## src/rtl/dmem_pkg.sv

```systemverilog
// Shared definitions for the data-memory access controller.
//   SIZE_B/SIZE_H/SIZE_W : req_size encodings (3 is treated as word)
//   dmem_state_t         : controller FSM states
package dmem_pkg;

    localparam logic [1:0] SIZE_B = 2'd0;
    localparam logic [1:0] SIZE_H = 2'd1;
    localparam logic [1:0] SIZE_W = 2'd2;

    typedef enum logic [1:0] {
        S_IDLE = 2'd0,
        S_REQ  = 2'd1,
        S_WAIT = 2'd2,
        S_DONE = 2'd3
    } dmem_state_t;

endpackage

```

## src/rtl/dmem_lane_fmt.sv

```systemverilog
// Combinational lane formatting for the data SRAM port.
//   Store side: byte write enables and lane-replicated write data.
//   Load side : lane extraction plus sign/zero extension.
// Ports:
//   we       in   1   store (1) / load (0); loads produce wen=0000
//   size     in   2   access size (SIZE_B/SIZE_H/SIZE_W, 3 = word)
//   addr_lo  in   2   low byte-address bits selecting the lane
//   sign     in   1   sign-extend load data
//   st_data  in   32  store data, LSB-justified
//   ld_raw   in   32  raw SRAM read word
//   wen      out  4   byte write enables
//   st_lanes out  32  replicated store data
//   ld_data  out  32  extracted and extended load data
module dmem_lane_fmt
    import dmem_pkg::*;
(
    input  logic        we,
    input  logic [1:0]  size,
    input  logic [1:0]  addr_lo,
    input  logic        sign,
    input  logic [31:0] st_data,
    input  logic [31:0] ld_raw,
    output logic [3:0]  wen,
    output logic [31:0] st_lanes,
    output logic [31:0] ld_data
);

    logic [7:0]  byte_sel;
    logic [15:0] half_sel;

    assign byte_sel = ld_raw[{addr_lo, 3'b000} +: 8];
    // Halfword lane follows a[1] only; a[0] is ignored here.
    assign half_sel = addr_lo[1] ? ld_raw[31:16] : ld_raw[15:0];

    always_comb begin
        wen      = '0;
        st_lanes = '0;
        ld_data  = '0;
        case (size)
            SIZE_B: begin
                wen      = 4'b0001 << addr_lo;
                st_lanes = {4{st_data[7:0]}};
                ld_data  = {{24{sign & byte_sel[7]}}, byte_sel};
            end
            SIZE_H: begin
                wen      = addr_lo[1] ? 4'b1100 : 4'b0011;
                st_lanes = {2{st_data[15:0]}};
                ld_data  = {{16{sign & half_sel[15]}}, half_sel};
            end
            default: begin
                wen      = 4'b1111;
                st_lanes = st_data;
                ld_data  = ld_raw;
            end
        endcase
        if (!we) begin
            wen = '0;
        end
    end

endmodule

```

## src/rtl/dmem_access_ctrl.sv

```systemverilog
// Data-memory access controller between the EX/MEM register and the data SRAM.
// Sequences one load/store at a time over the addr_ok/data_ok handshake,
// formats lanes, aborts on timeout and stalls the pipeline while busy.
// Optional build macro: MISALIGN_CHK_EN -- misaligned half/word accesses are
// accepted but answered with resp_err without touching the SRAM.
// Ports:
//   clk, rst                 clock, synchronous active-high reset
//   flush                    kill current/pending access result
//   req_valid/we/size/sign   MEM-stage request
//   req_addr, req_wdata      byte address, LSB-justified store data
//   req_ready                idle, can accept
//   resp_valid/rdata/err     one-cycle completion pulse, load data, error
//   stall_req                hold upstream pipeline
//   sram_en/wen/addr/wdata   SRAM request side
//   sram_addr_ok/data_ok     SRAM handshake
//   sram_rdata               SRAM read data
module dmem_access_ctrl
    import dmem_pkg::*;
#(
    parameter int unsigned TIMEOUT_CYC = 255
) (
    input  logic        clk,
    input  logic        rst,
    input  logic        flush,
    input  logic        req_valid,
    input  logic        req_we,
    input  logic [1:0]  req_size,
    input  logic        req_sign,
    input  logic [31:0] req_addr,
    input  logic [31:0] req_wdata,
    output logic        req_ready,
    output logic        resp_valid,
    output logic [31:0] resp_rdata,
    output logic        resp_err,
    output logic        stall_req,
    output logic        sram_en,
    output logic [3:0]  sram_wen,
    output logic [31:0] sram_addr,
    output logic [31:0] sram_wdata,
    input  logic        sram_addr_ok,
    input  logic        sram_data_ok,
    input  logic [31:0] sram_rdata
);

    localparam int unsigned CNT_W = $clog2(TIMEOUT_CYC + 1);

    dmem_state_t state, state_nx;

    logic             we_q;
    logic             sign_q;
    logic [1:0]       size_q;
    logic [31:0]      addr_q;
    logic [31:0]      wdata_q;
    logic             drop_q;
    logic             err_q;
    logic [31:0]      rdata_q;
    logic [CNT_W-1:0] cnt_q;

    logic [3:0]  fmt_wen;
    logic [31:0] fmt_wdata;
    logic [31:0] fmt_rdata;

    logic accept;
    logic misalign;
    logic busy;
    logic timeout;
    logic complete;
    logic kill;

    dmem_lane_fmt u_fmt (
        .we       (we_q),
        .size     (size_q),
        .addr_lo  (addr_q[1:0]),
        .sign     (sign_q),
        .st_data  (wdata_q),
        .ld_raw   (sram_rdata),
        .wen      (fmt_wen),
        .st_lanes (fmt_wdata),
        .ld_data  (fmt_rdata)
    );

    assign accept = (state == S_IDLE) && req_valid && !flush;

`ifdef MISALIGN_CHK_EN
    assign misalign = ((req_size == SIZE_H) && req_addr[0]) ||
                      (req_size[1] && (req_addr[1:0] != 2'b00));
`else
    assign misalign = 1'b0;
`endif

    assign busy     = (state == S_REQ) || (state == S_WAIT);
    assign timeout  = busy && (cnt_q == CNT_W'(TIMEOUT_CYC - 1));
    assign complete = ((state == S_REQ)  && sram_addr_ok && sram_data_ok) ||
                      ((state == S_WAIT) && sram_data_ok);
    // A flush arriving in the completing cycle drops the result as well.
    assign kill     = drop_q || flush;

    always_ff @(posedge clk) begin
        if (rst) begin
            state   <= S_IDLE;
            we_q    <= 1'b0;
            sign_q  <= 1'b0;
            size_q  <= '0;
            addr_q  <= '0;
            wdata_q <= '0;
            drop_q  <= 1'b0;
            err_q   <= 1'b0;
            rdata_q <= '0;
            cnt_q   <= '0;
        end else begin
            state <= state_nx;
            if (accept) begin
                we_q    <= req_we;
                sign_q  <= req_sign;
                size_q  <= req_size;
                addr_q  <= req_addr;
                wdata_q <= req_wdata;
                drop_q  <= 1'b0;
                err_q   <= misalign;
                rdata_q <= '0;
                cnt_q   <= '0;
            end else if (busy) begin
                cnt_q <= cnt_q + 1'b1;
                if (flush) begin
                    drop_q <= 1'b1;
                end
                // Completion wins over a timeout landing in the same cycle.
                if (complete) begin
                    rdata_q <= we_q ? '0 : fmt_rdata;
                    err_q   <= 1'b0;
                end else if (timeout) begin
                    rdata_q <= '0;
                    err_q   <= 1'b1;
                end
            end
        end
    end

    always_comb begin
        state_nx   = state;
        req_ready  = 1'b0;
        resp_valid = 1'b0;
        resp_rdata = '0;
        resp_err   = 1'b0;
        stall_req  = 1'b0;
        sram_en    = 1'b0;
        sram_wen   = '0;
        sram_addr  = '0;
        sram_wdata = '0;
        case (state)
            S_IDLE: begin
                req_ready = 1'b1;
                stall_req = accept;
                if (accept) begin
                    state_nx = misalign ? S_DONE : S_REQ;
                end
            end
            S_REQ: begin
                stall_req  = 1'b1;
                sram_en    = 1'b1;
                sram_wen   = fmt_wen;
                sram_addr  = {addr_q[31:2], 2'b00};
                sram_wdata = fmt_wdata;
                // Timeout is checked before addr_ok-only so the counter can
                // never run past its terminal value while moving to WAIT.
                if (sram_addr_ok && sram_data_ok) begin
                    state_nx = kill ? S_IDLE : S_DONE;
                end else if (timeout) begin
                    state_nx = kill ? S_IDLE : S_DONE;
                end else if (sram_addr_ok) begin
                    state_nx = S_WAIT;
                end
            end
            S_WAIT: begin
                stall_req = 1'b1;
                if (sram_data_ok || timeout) begin
                    state_nx = kill ? S_IDLE : S_DONE;
                end
            end
            S_DONE: begin
                resp_valid = 1'b1;
                resp_rdata = rdata_q;
                resp_err   = err_q;
                state_nx   = S_IDLE;
            end
            default: begin
                state_nx = S_IDLE;
            end
        endcase
    end

endmodule

```

## config.mk

```make
export PLATFORM = sky130hd
export DESIGN_NAME = dmem_access_ctrl
export DESIGN_NICKNAME = d
export VERILOG_FILES = /design/src/rtl/dmem_pkg.sv /design/src/rtl/dmem_lane_fmt.sv /design/src/rtl/dmem_access_ctrl.sv
export SDC_FILE = /design/constraint.sdc
export NUM_CORES = 1
export LEC_CHECK = 0
export ABC_AREA = 1
export CORE_ASPECT_RATIO = 0.75
export CORE_MARGIN = 1.5
export CORE_UTILIZATION = 46
export CTS_CLUSTER_DIAMETER = 60
export DETAILED_ROUTE_END_ITERATION = 8
export PLACE_DENSITY = 0.82
export SLEW_MARGIN = 20
export SYNTH_ARGS = -nofsm -noshare
export SYNTH_HDL_FRONTEND = slang
export SYNTH_SLANG_ARGS = --single-unit
```

## constraint.sdc

```tcl
create_clock -name clk -period 1.9 [get_ports clk]
set_clock_uncertainty 0.1 [all_clocks]
set_input_delay 0.285 -clock clk [delete_from_list [all_inputs] [get_ports clk]]
set_output_delay 0.285 -clock clk [all_outputs]
set_load 0.01 [all_outputs]
```

**Word level (Yosys, flattened, before mapping)**

Index checks and enable logic that the tools add are counted.

- Register bits after elaboration: 112
- Input bits: 106
- Output and inout bits: 105
- Word-level logic and storage cells: 70

- Add/sub/neg operators: 1
- Equality and inequality tests: 8
- Shift operators: 2
- Multiplexer cells: 27
- Bitwise logic cells: 2
- Reduce and logical (&&, ||, !) cells: 20

Operators by type and width:

| cell | count |
|---|---|
| $mux 32 | 6 |
| $pmux 32 s2 | 2 |
| $shiftx 32x6->8 | 1 |
| $mux 16 | 1 |
| $mux 2 | 6 |
| $mux 4 | 3 |
| $add 8x1->8 const B | 1 |
| $eq 8x8->1 const B | 1 |
| $pmux 2 s4 | 1 |
| $pmux 4 s2 | 1 |
| $logic_and 1x1->1 | 7 |
| $mux 1 | 6 |
| $eq 2x1->1 const B | 2 |
| $eq 2x2->1 const B | 2 |
| $logic_not 2->1 | 2 |
| $logic_or 1x1->1 | 4 |
| $ne 4x3->1 const B | 1 |
| $reduce_and 2->1 | 2 |
| $reduce_or 2->1 | 2 |
| $shl 1x2->4 const A | 1 |
| $reduce_and 3->1 | 1 |
| $and 1x1->1 | 2 |
| $ne 2x1->1 const B | 1 |
| $ne 2x2->1 const B | 1 |
| other kinds (3) | 3 |

**Longest topological paths before layout**

Gate-level depths: netlist of the first run.

- Depth in word-level cells: 6
- Depth in mapped cells: 10
- Depth with buffers taken out: 10

**Hierarchy**

A second synthesis of the first run with hierarchy kept.

- Cell total of the unflattened synthesis: 980
- Area, all modules: 6,262.3 um^2

Modules (own cells, without submodules):

| module | times used | cells an instance | area each (um^2) | sequential area each (um^2) |
|---|---|---|---|---|
| dmem_access_ctrl | 1 | 749 | 5,134.9 | 2,242.2 |
| dmem_lane_fmt | 1 | 231 | 1,127.3 | 0.0 |

**Worst setup path before layout of the first run**

OpenSTA, ideal clock, no wires.

- Kind: flip-flop to output port
- From: register state[1]
- To: output port sram_wdata[22]
- Arrival: 1,474 ps
- Data required time: 1,515 ps
- Path slack: 41 ps
- Stages on the path, launching flop included: 7
- Buffers on the path: 2
- Cells stage by stage: dfxtp_1 inv_1 ha_1 clkbuf_1 clkbuf_1 o21ai_0 nor2_1

- Cells in the longest elaborated chain, start to end: 2

Ends and longest elaborated chain:

| item | RTL line | text |
|---|---|---|
| from (decl) | dmem_access_ctrl.sv:47 | `dmem_state_t state, state_nx;` |
| from (signal assigned) | dmem_access_ctrl.sv:111 | `state <= state_nx;` |
| $eq 2x1->1 | dmem_access_ctrl.sv:150 | `case (state)` |
| $mux 32 | dmem_access_ctrl.sv:150 |  |
| to (decl) | dmem_access_ctrl.sv:39 | `output logic [31:0] sram_wdata,` |

Every way passes these cells.

**Worst setup path in the final report of the first run**

- From: register state[1]
- To: register rdata_q[31]

- Elaborated cells on any way between the ends: 15
- Those cells by class: eq/ne (2); mux (1); reduce/logical (12)

RTL lines:

| item | RTL line | text |
|---|---|---|
| $eq 2x1->1 / $eq 2x2->1 (equally long branches) | dmem_access_ctrl.sv:91 | `assign busy = (state == S_REQ) \|\| (state == S_WAIT);` |
| $logic_or 1x1->1 * | dmem_access_ctrl.sv:91 |  |
| named net busy | dmem_access_ctrl.sv:65 | `logic busy;` |
| $logic_and 1x1->1 | dmem_access_ctrl.sv:92 | `assign timeout = busy && (cnt_q == CNT_W'(TIMEOUT_CYC - 1));` |
| $reduce_bool 2->1 (no line) | n/a |  |
| $reduce_and 2->1 (no line) * | n/a |  |
| to (signal assigned) | dmem_access_ctrl.sv:129 | `rdata_q <= we_q ? '0 : fmt_rdata;` |
| to (decl) | dmem_access_ctrl.sv:56 | `logic [31:0] rdata_q;` |

Mark *: on every way through the listed nets, which the timed path passes. The rest lies on a longest branch.
A chain may end at the register's enable or synchronous reset.

==> out/metrics.cfg, run 1 <==
[floorplanning]
core_area_um2 = 12400
die_w_um = 134
start_util_pct = 47.7
dieArea_um2 = 13600
num_rows = 35
die_y_um = 101
pin_count = 211

[yosys]
yosysSeqAreaShare_pct = 37.9
synthAdderAreaFrac_pct = 1.48
syn_area_um2 = 5920
async_reset_ff_share_pct = 0
synthCells = 932
synthXorXnorAreaFrac_pct = 0.148
synth_top_family_by_area = simple AND/OR/NAND/NOR gates
ys.warnings.count = 0
synth_flop_cell = dfxtp_1
avgSynthCellArea_um2 = 6.35
synth-compound-area-share_pct = 17.1
ys_ff_latch = 112
synthMuxAreaShare_pct = 0
yosys.area_share.simple_pct = 30.8
yosysUniqueCellTypes = 32
synth_edf_count = 0

[worst_setup_path]
crit_fanout = 5
crit_path_start = state[1]$_SDFFE_PP0P_
reg2reg_from = state[1]$_SDFFE_PP0P_
cp.arrival_ns = 2.21
start_kind = flop
critPathKind = flop to flop
worst_setup_path_end_kind = flop
cp_data_required_time_ns = 2.10

[power]
leakage_nw = 4.74
switching_share_pct = 37.2
power_frac_seq_pct = 34.0
internal_power_w = 0.00510
power_frac_clock_pct = 23.8
ir_drop_v = 0.000554
p_per_area_nw_per_um2 = 863
p_switching_w = 0.00302
p_comb_share_pct = 42.2

[placed_design]
dp_hpwl_um = 13600
io_buffer_count = 208
gp_congestion = 0.952
dp.cells = 1300

[drt]
detail_route.vias_per_cell = 5.33
routedWlPerCell_um = 17.1
drt_iter0_drc = 768
ant_nets = 0
wl_um = 23000
firstDrtPassIters = 6
drcViolationCount = 0
num_vias = 7202

[min_path]
hp-class = flop to flop
hp-start = rdata_q[2]$_SDFFE_PP0P_

[global_route]
antenna_found_initial = 0
grt_pass1_wl_um = 30600
grt_overflow = 0
grt_max_degree = 56
grt_use_total_pct = 28.5
grt_pass1_vias = 6085

[clocking]
clock-sinks = 112
clkLatencyLatePin_ns = 0.36
h-tree-depth = 3
numCtsBuffers = 9
cts_buffer_depth = 2
clkTransAtPathRegs_ns = 0.07
cts_tree = built
cts_root_buffer = clkbuf_16

[timing]
setup_ws_ns = -0.112
final-setup-viol-count = 64
fin_crit_ns = 2.01
hold_ws_ns = 0.372
final_max_slew_viol_count = 0
final-hold-violation-count = 0
rsz0062_at_grt = yes
max_freq_mhz = 497
period_share_pct = 106

[status]
violations = negative setup slack
outcome = complete, but fails checks

[layout]
final_common_cell = nor2_1
layout_common_cells = nor2_1 (184), nand2_1 (164), dfxtp_1 (109)
multi_input_area_um2 = 3460
n_antenna_cell = 0
nFillCells = 911
syn_to_final_growth_pct = 59.0
drive_above_1_share_pct = 31.3
final_cells = 1350
nets = 1292
regArea_um2 = 2250

[run]
maxCapViolations = 0

[repair_timing]
| action | 4_1_cts | 5_1_grt |
|---|---|---|
| pin swaps | 7 | 42 |
| buffers inserted | 12 | 13 |
| hold buffers | 0 | 0 |
| resized for setup | 427 | 201 |
| setup endpoints to repair | 118 | 148 |
| gates cloned | 5 | 8 |
[critical path: stages, from the launching register on]
cell,delay [ns]
dfxtp_2,0.34
inv_2,0.05
buf_4,0.14
ha_4,0.27
inv_2,0.05
buf_6,0.12
nor2_4,0.12
nand3_4,0.19
buf_12,0.21
a21oi_4,0.11
nand2_2,0.10
a21oi_2,0.14
[cell families (layout without fill, tap and decap cells)]
group | Yosys count | after routing
compound gates | 188 | 188
xor+xnor | 1 | 1
fa+ha+maj | 7 | 7
buf+inv | 176 | 427
flops | 112 | 112
other cells | 1 | 2
simple gates | 447 | 447
[power by group through the flow]
stage	Combinational (W)	Sequential (W)	Clock, W
2_1_floorplan	0.00139	0.00273	0
3_3_place_gp	0.00256	0.00276	0
3_5_place_dp	0.00259	0.00277	0
4_1_cts	0.00295	0.00273	0.00193
5_1_grt	0.00364	0.00279	0.00206
6_report	0.00342	0.00276	0.00194
[worst paths after layout]
kind | cells after the start | endpoint | slack [ns]
max | 11 | rdata_q[31]$_SDFFE_PP0P_ | -0.11
min | 2 | rdata_q[2]$_SDFFE_PP0P_ | 0.37
max reg2reg | 11 | rdata_q[31]$_SDFFE_PP0P_ | -0.11
min reg2reg | 2 | rdata_q[2]$_SDFFE_PP0P_ | 0.37
[registers in the layout (all words and copies together) (netlist names)]
signal	count
addr_q	32
rdata_q	32
wdata_q	32
cnt_q	8
size_q	2
state	2
drop_q	1
err_q	1
sign_q	1
we_q	1
[cell type report]
| class | instances | share of cell area, % |
|---|---|---|
| inverter | 120 | 5.21 |
| tap | 166 | 2.21 |
| clock inverter | 6 | 0.652 |
| multi-input combinational | 645 | 36.8 |
| sequential | 112 | 23.9 |
| timing repair buffer | 291 | 28.7 |
| clock buffer | 10 | 2.54 |
[Yosys cell counts (2+ instances only)]
| cell type | number | area share (%) |
|---|---|---|
| inv_2 | 6 | 0.38 |
| dfxtp_1 | 112 | 38 |
| o22ai_1 | 9 | 0.95 |
| nand2_2 | 14 | 1.5 |
| nand3_1 | 12 | 1.0 |
| clkbuf_1 | 25 | 1.6 |
| inv_1 | 113 | 7.2 |
| nand3_2 | 2 | 0.34 |
| nor2_4 | 2 | 0.38 |
| o211ai_1 | 8 | 1.0 |
| buf_4 | 5 | 0.63 |
| nor3_1 | 6 | 0.51 |
| nor2_1 | 196 | 12 |
| buf_2 | 21 | 1.8 |
| a21oi_1 | 56 | 4.7 |
| buf_6 | 2 | 0.38 |
| o21ai_0 | 103 | 8.7 |
| nand2_1 | 208 | 13 |
| buf_1 | 2 | 0.13 |
| nand3_4 | 3 | 0.89 |
| ha_1 | 7 | 1.5 |
| a21oi_2 | 10 | 1.5 |
[stage by stage]
step                TNS, ns  total power [W]  setup WS, ns  instance area [um^2]  utilization, %
finish                -3.24          0.00812        -0.112                  9410            75.9
global route          -8.01          0.00849        -0.181                  9410            75.9
CTS                  -0.514          0.00761       -0.0683                  8680            70.0
detailed placement   -16.72          0.00536        -0.210                  8420            68.0
global placement     -11.48          0.00532        -0.212                  8420            68.0
floorplan                 0          0.00412        0.0411                  5920               -
[metal layers]
metal	global-route usage, %	wire [um]	vias up
li1	-	-	3382
met1	38.9	9450	3334
met2	45.5	10600	409
met3	6.36	2200	77
met4	8.36	738	0
met5	0	0	-
Power figures use the tool's default switching activity.
==> run 2, diff against run 1 <==
- TNS_END_PERCENT: unset -> 50
==> out/metrics.cfg, run 2 (synthesis gave the netlist of run 1 again) <==
[layout]
syn_to_final_growth_pct = 55.7
n_antenna_cell = 0  ; unchanged
reg.largest.list = addr_q: 32 flops, rdata_q: 32 flops, wdata_q: 32 flops
layout_common_cells = nor2_1 (188), nand2_1 (161), dfxtp_1 (108)
final_util_pct = 74.3  ; -1.6 points
nets = 1289  ; -0.23%
final_common_cell = nor2_1
final_cell_area_um2 = 9210  ; -2.1%
nFillCells = 943  ; +3.5%
drive_above_1_share_pct = 29.4  ; -2.0 points

[power]
p_switching_w = 0.00292  ; -3.1%
ir_drop_v = 0.000541  ; -2.4%
leakage_nw = 4.58  ; -3.4%
switching_share_pct = 36.5  ; -0.67 points
internal_power_w = 0.00509  ; -0.27%
power_frac_clock_pct = 23.9  ; about the same
power_frac_seq_pct = 34.4  ; +0.4 points
p_per_area_nw_per_um2 = 870  ; +0.79%
p_comb_share_pct = 41.7  ; -0.5 points

[clocking]
numCtsBuffers = 9  ; unchanged
h-tree-depth = 3  ; unchanged
cts_buffer_depth = 2  ; unchanged
clkLatencyLatePin_ns = 0.35  ; about the same
postCtsHoldBufs = 0  ; unchanged
cts_tree = built
clock-sinks = 112  ; unchanged
clkTransAtPathRegs_ns = 0.07  ; about the same
cts_root_buffer = clkbuf_16

[worst_setup_path]
cp.arrival_ns = 1.60  ; -0.61 ns
crit_path_max_incr_delay_ns = 0.33  ; about the same
critPathKind = flop to primary output
cp_data_required_time_ns = 1.51  ; -0.59 ns
slowest_stage = dfxtp_2
crit_fanout = 4  ; -1
reg2reg_from = state[1]$_SDFFE_PP0P_
r2r_end = rdata_q[31]$_SDFFE_PP0P_
rrSetupSlack_ns = -0.04  ; +0.07 ns
crit_chain = inv_2, ha_4, buf_16, buf_8, buf_6, o21ai_4, nor2_1, buf_2
reg2reg_depth = 11  ; unchanged
critPathBufInv = 5  ; unchanged
cp_top_family = buffers and inverters
start_kind = flop
worst_setup_path_end_kind = primary output

[global_route]
grt_pass1_wl_um = 30600  ; about the same
grt_pass1_vias = 6127  ; +0.69%
grt_max_degree = 56  ; unchanged
antenna_found_initial = 0  ; unchanged
grt_use_total_pct = 28.5  ; about the same
grt_overflow = 0  ; unchanged

[status]
outcome = complete, but fails checks
violations = negative setup slack

[drt]
wl_um = 21600  ; -6.3%
drt_iter0_drc = 713  ; -7.2%
ant_nets = 0  ; unchanged
num_vias = 7036  ; -2.3%
detail_route.vias_per_cell = 5.22  ; -2.1%
firstDrtPassIters = 8  ; +2
routedWlPerCell_um = 16.0  ; -6.0%
drcViolationCount = 0  ; unchanged

[placed_design]
gp_congestion = 0.952  ; unchanged
io_buffer_count = 208  ; unchanged
dpl_worst_slack_ns = -0.210  ; unchanged
dp_hpwl_um = 13600  ; unchanged
place_area_um2 = 8420  ; unchanged

[min_path]
hold_end = rdata_q[9]$_SDFFE_PP0P_
hp-class = flop to flop
hp-start = rdata_q[9]$_SDFFE_PP0P_
whs_path_depth = 2  ; unchanged

[floorplanning]
die_w_um = 134  ; unchanged
pin_count = 211  ; unchanged
dieArea_um2 = 13600  ; unchanged
core_area_um2 = 12400  ; unchanged
num_rows = 35  ; unchanged
die_y_um = 101  ; unchanged
start_util_pct = 47.7  ; unchanged

[timing]
finalSetupTns_ns = -1.32  ; +1.92 ns
max_freq_mhz = 505  ; +1.5%
setup_ws_ns = -0.0819  ; +0.0298 ns
final-setup-viol-count = 44  ; -31%
rsz0062_at_grt = yes
period_share_pct = 104  ; -1.6 points
final-hold-violation-count = 0  ; unchanged
final_max_slew_viol_count = 0  ; unchanged
fin_crit_ns = 1.98  ; -0.0298 ns

[run]
maxCapViolations = 0  ; unchanged

==> run 2: layout make-up <==
cell class,instances,area (um^2),area share [%]
Multi-Input combinational cell,645,3330,36.2
Timing Repair Buffer,288,2640,28.6
Sequential cell,112,2250,24.4
Inverter,120,483,5.24
Clock buffer,10,239,2.59
Tap cell,166,208,2.25
Clock inverter,6,61.3,0.666
==> run 2: tightest hold or removal path: stages, from the launching register on <==
cell,delay (ns)
dfxtp_1,0.31
nand2_1,0.06
a21oi_1,0.05
==> run 2: per-stage QoR <==
| stage | hold WS (ns) | power [W] | std cells |
|---|---|---|---|
| after floorplan | 0.254 | 0.00412 | 933 |
| after global placement | 0.353 | 0.00532 | 1300 |
| after detailed placement | 0.357 | 0.00536 | 1300 |
| after CTS | 0.368 | 0.00762 | 1332 |
| after global routing | 0.386 | 0.00839 | 1347 |
| final | 0.364 | 0.00801 | 1347 |
==> run 2: what timing repair did <==
item                       4_1_cts  5_1_grt
buffers inserted                11       12
pin swaps                        8       32
setup endpoints to repair      118      132
resized for setup              428      157
cloned                           5        4
==> run 2: worst max path at each step <==
stage	startpoint	to	slack, ns	depth (start not counted)
after floorplan	state[1]$_SDFFE_PP0P_	sram_wdata[22]	0.04	6
after global placement	flush	stall_req	-0.21	5
after detailed placement	flush	stall_req	-0.21	5
after CTS	state[1]$_SDFFE_PP0P_	stall_req	-0.18	6
after global routing	state[1]$_SDFFE_PP0P_	sram_wdata[13]	-0.14	8
final	state[1]$_SDFFE_PP0P_	sram_wdata[13]	-0.08	8
==> run 2: layer usage <==
layer | GRT usage [%] | wire [um] | up-vias
li1 | - | - | 3375
met1 | 39.0 | 9140 | 3220
met2 | 44.9 | 9730 | 384
met3 | 6.26 | 2110 | 57
met4 | 9.45 | 610 | 0
met5 | 0 | 0 | -
==> run 2: power by group through the flow <==
stage               clock, W  sequential (W)  combinational, W
floorplan                  0         0.00273           0.00139
CTS                  0.00193         0.00273           0.00296
finish               0.00191         0.00276           0.00334
global placement           0         0.00276           0.00256
detailed placement         0         0.00277           0.00259
global route         0.00203         0.00279           0.00357
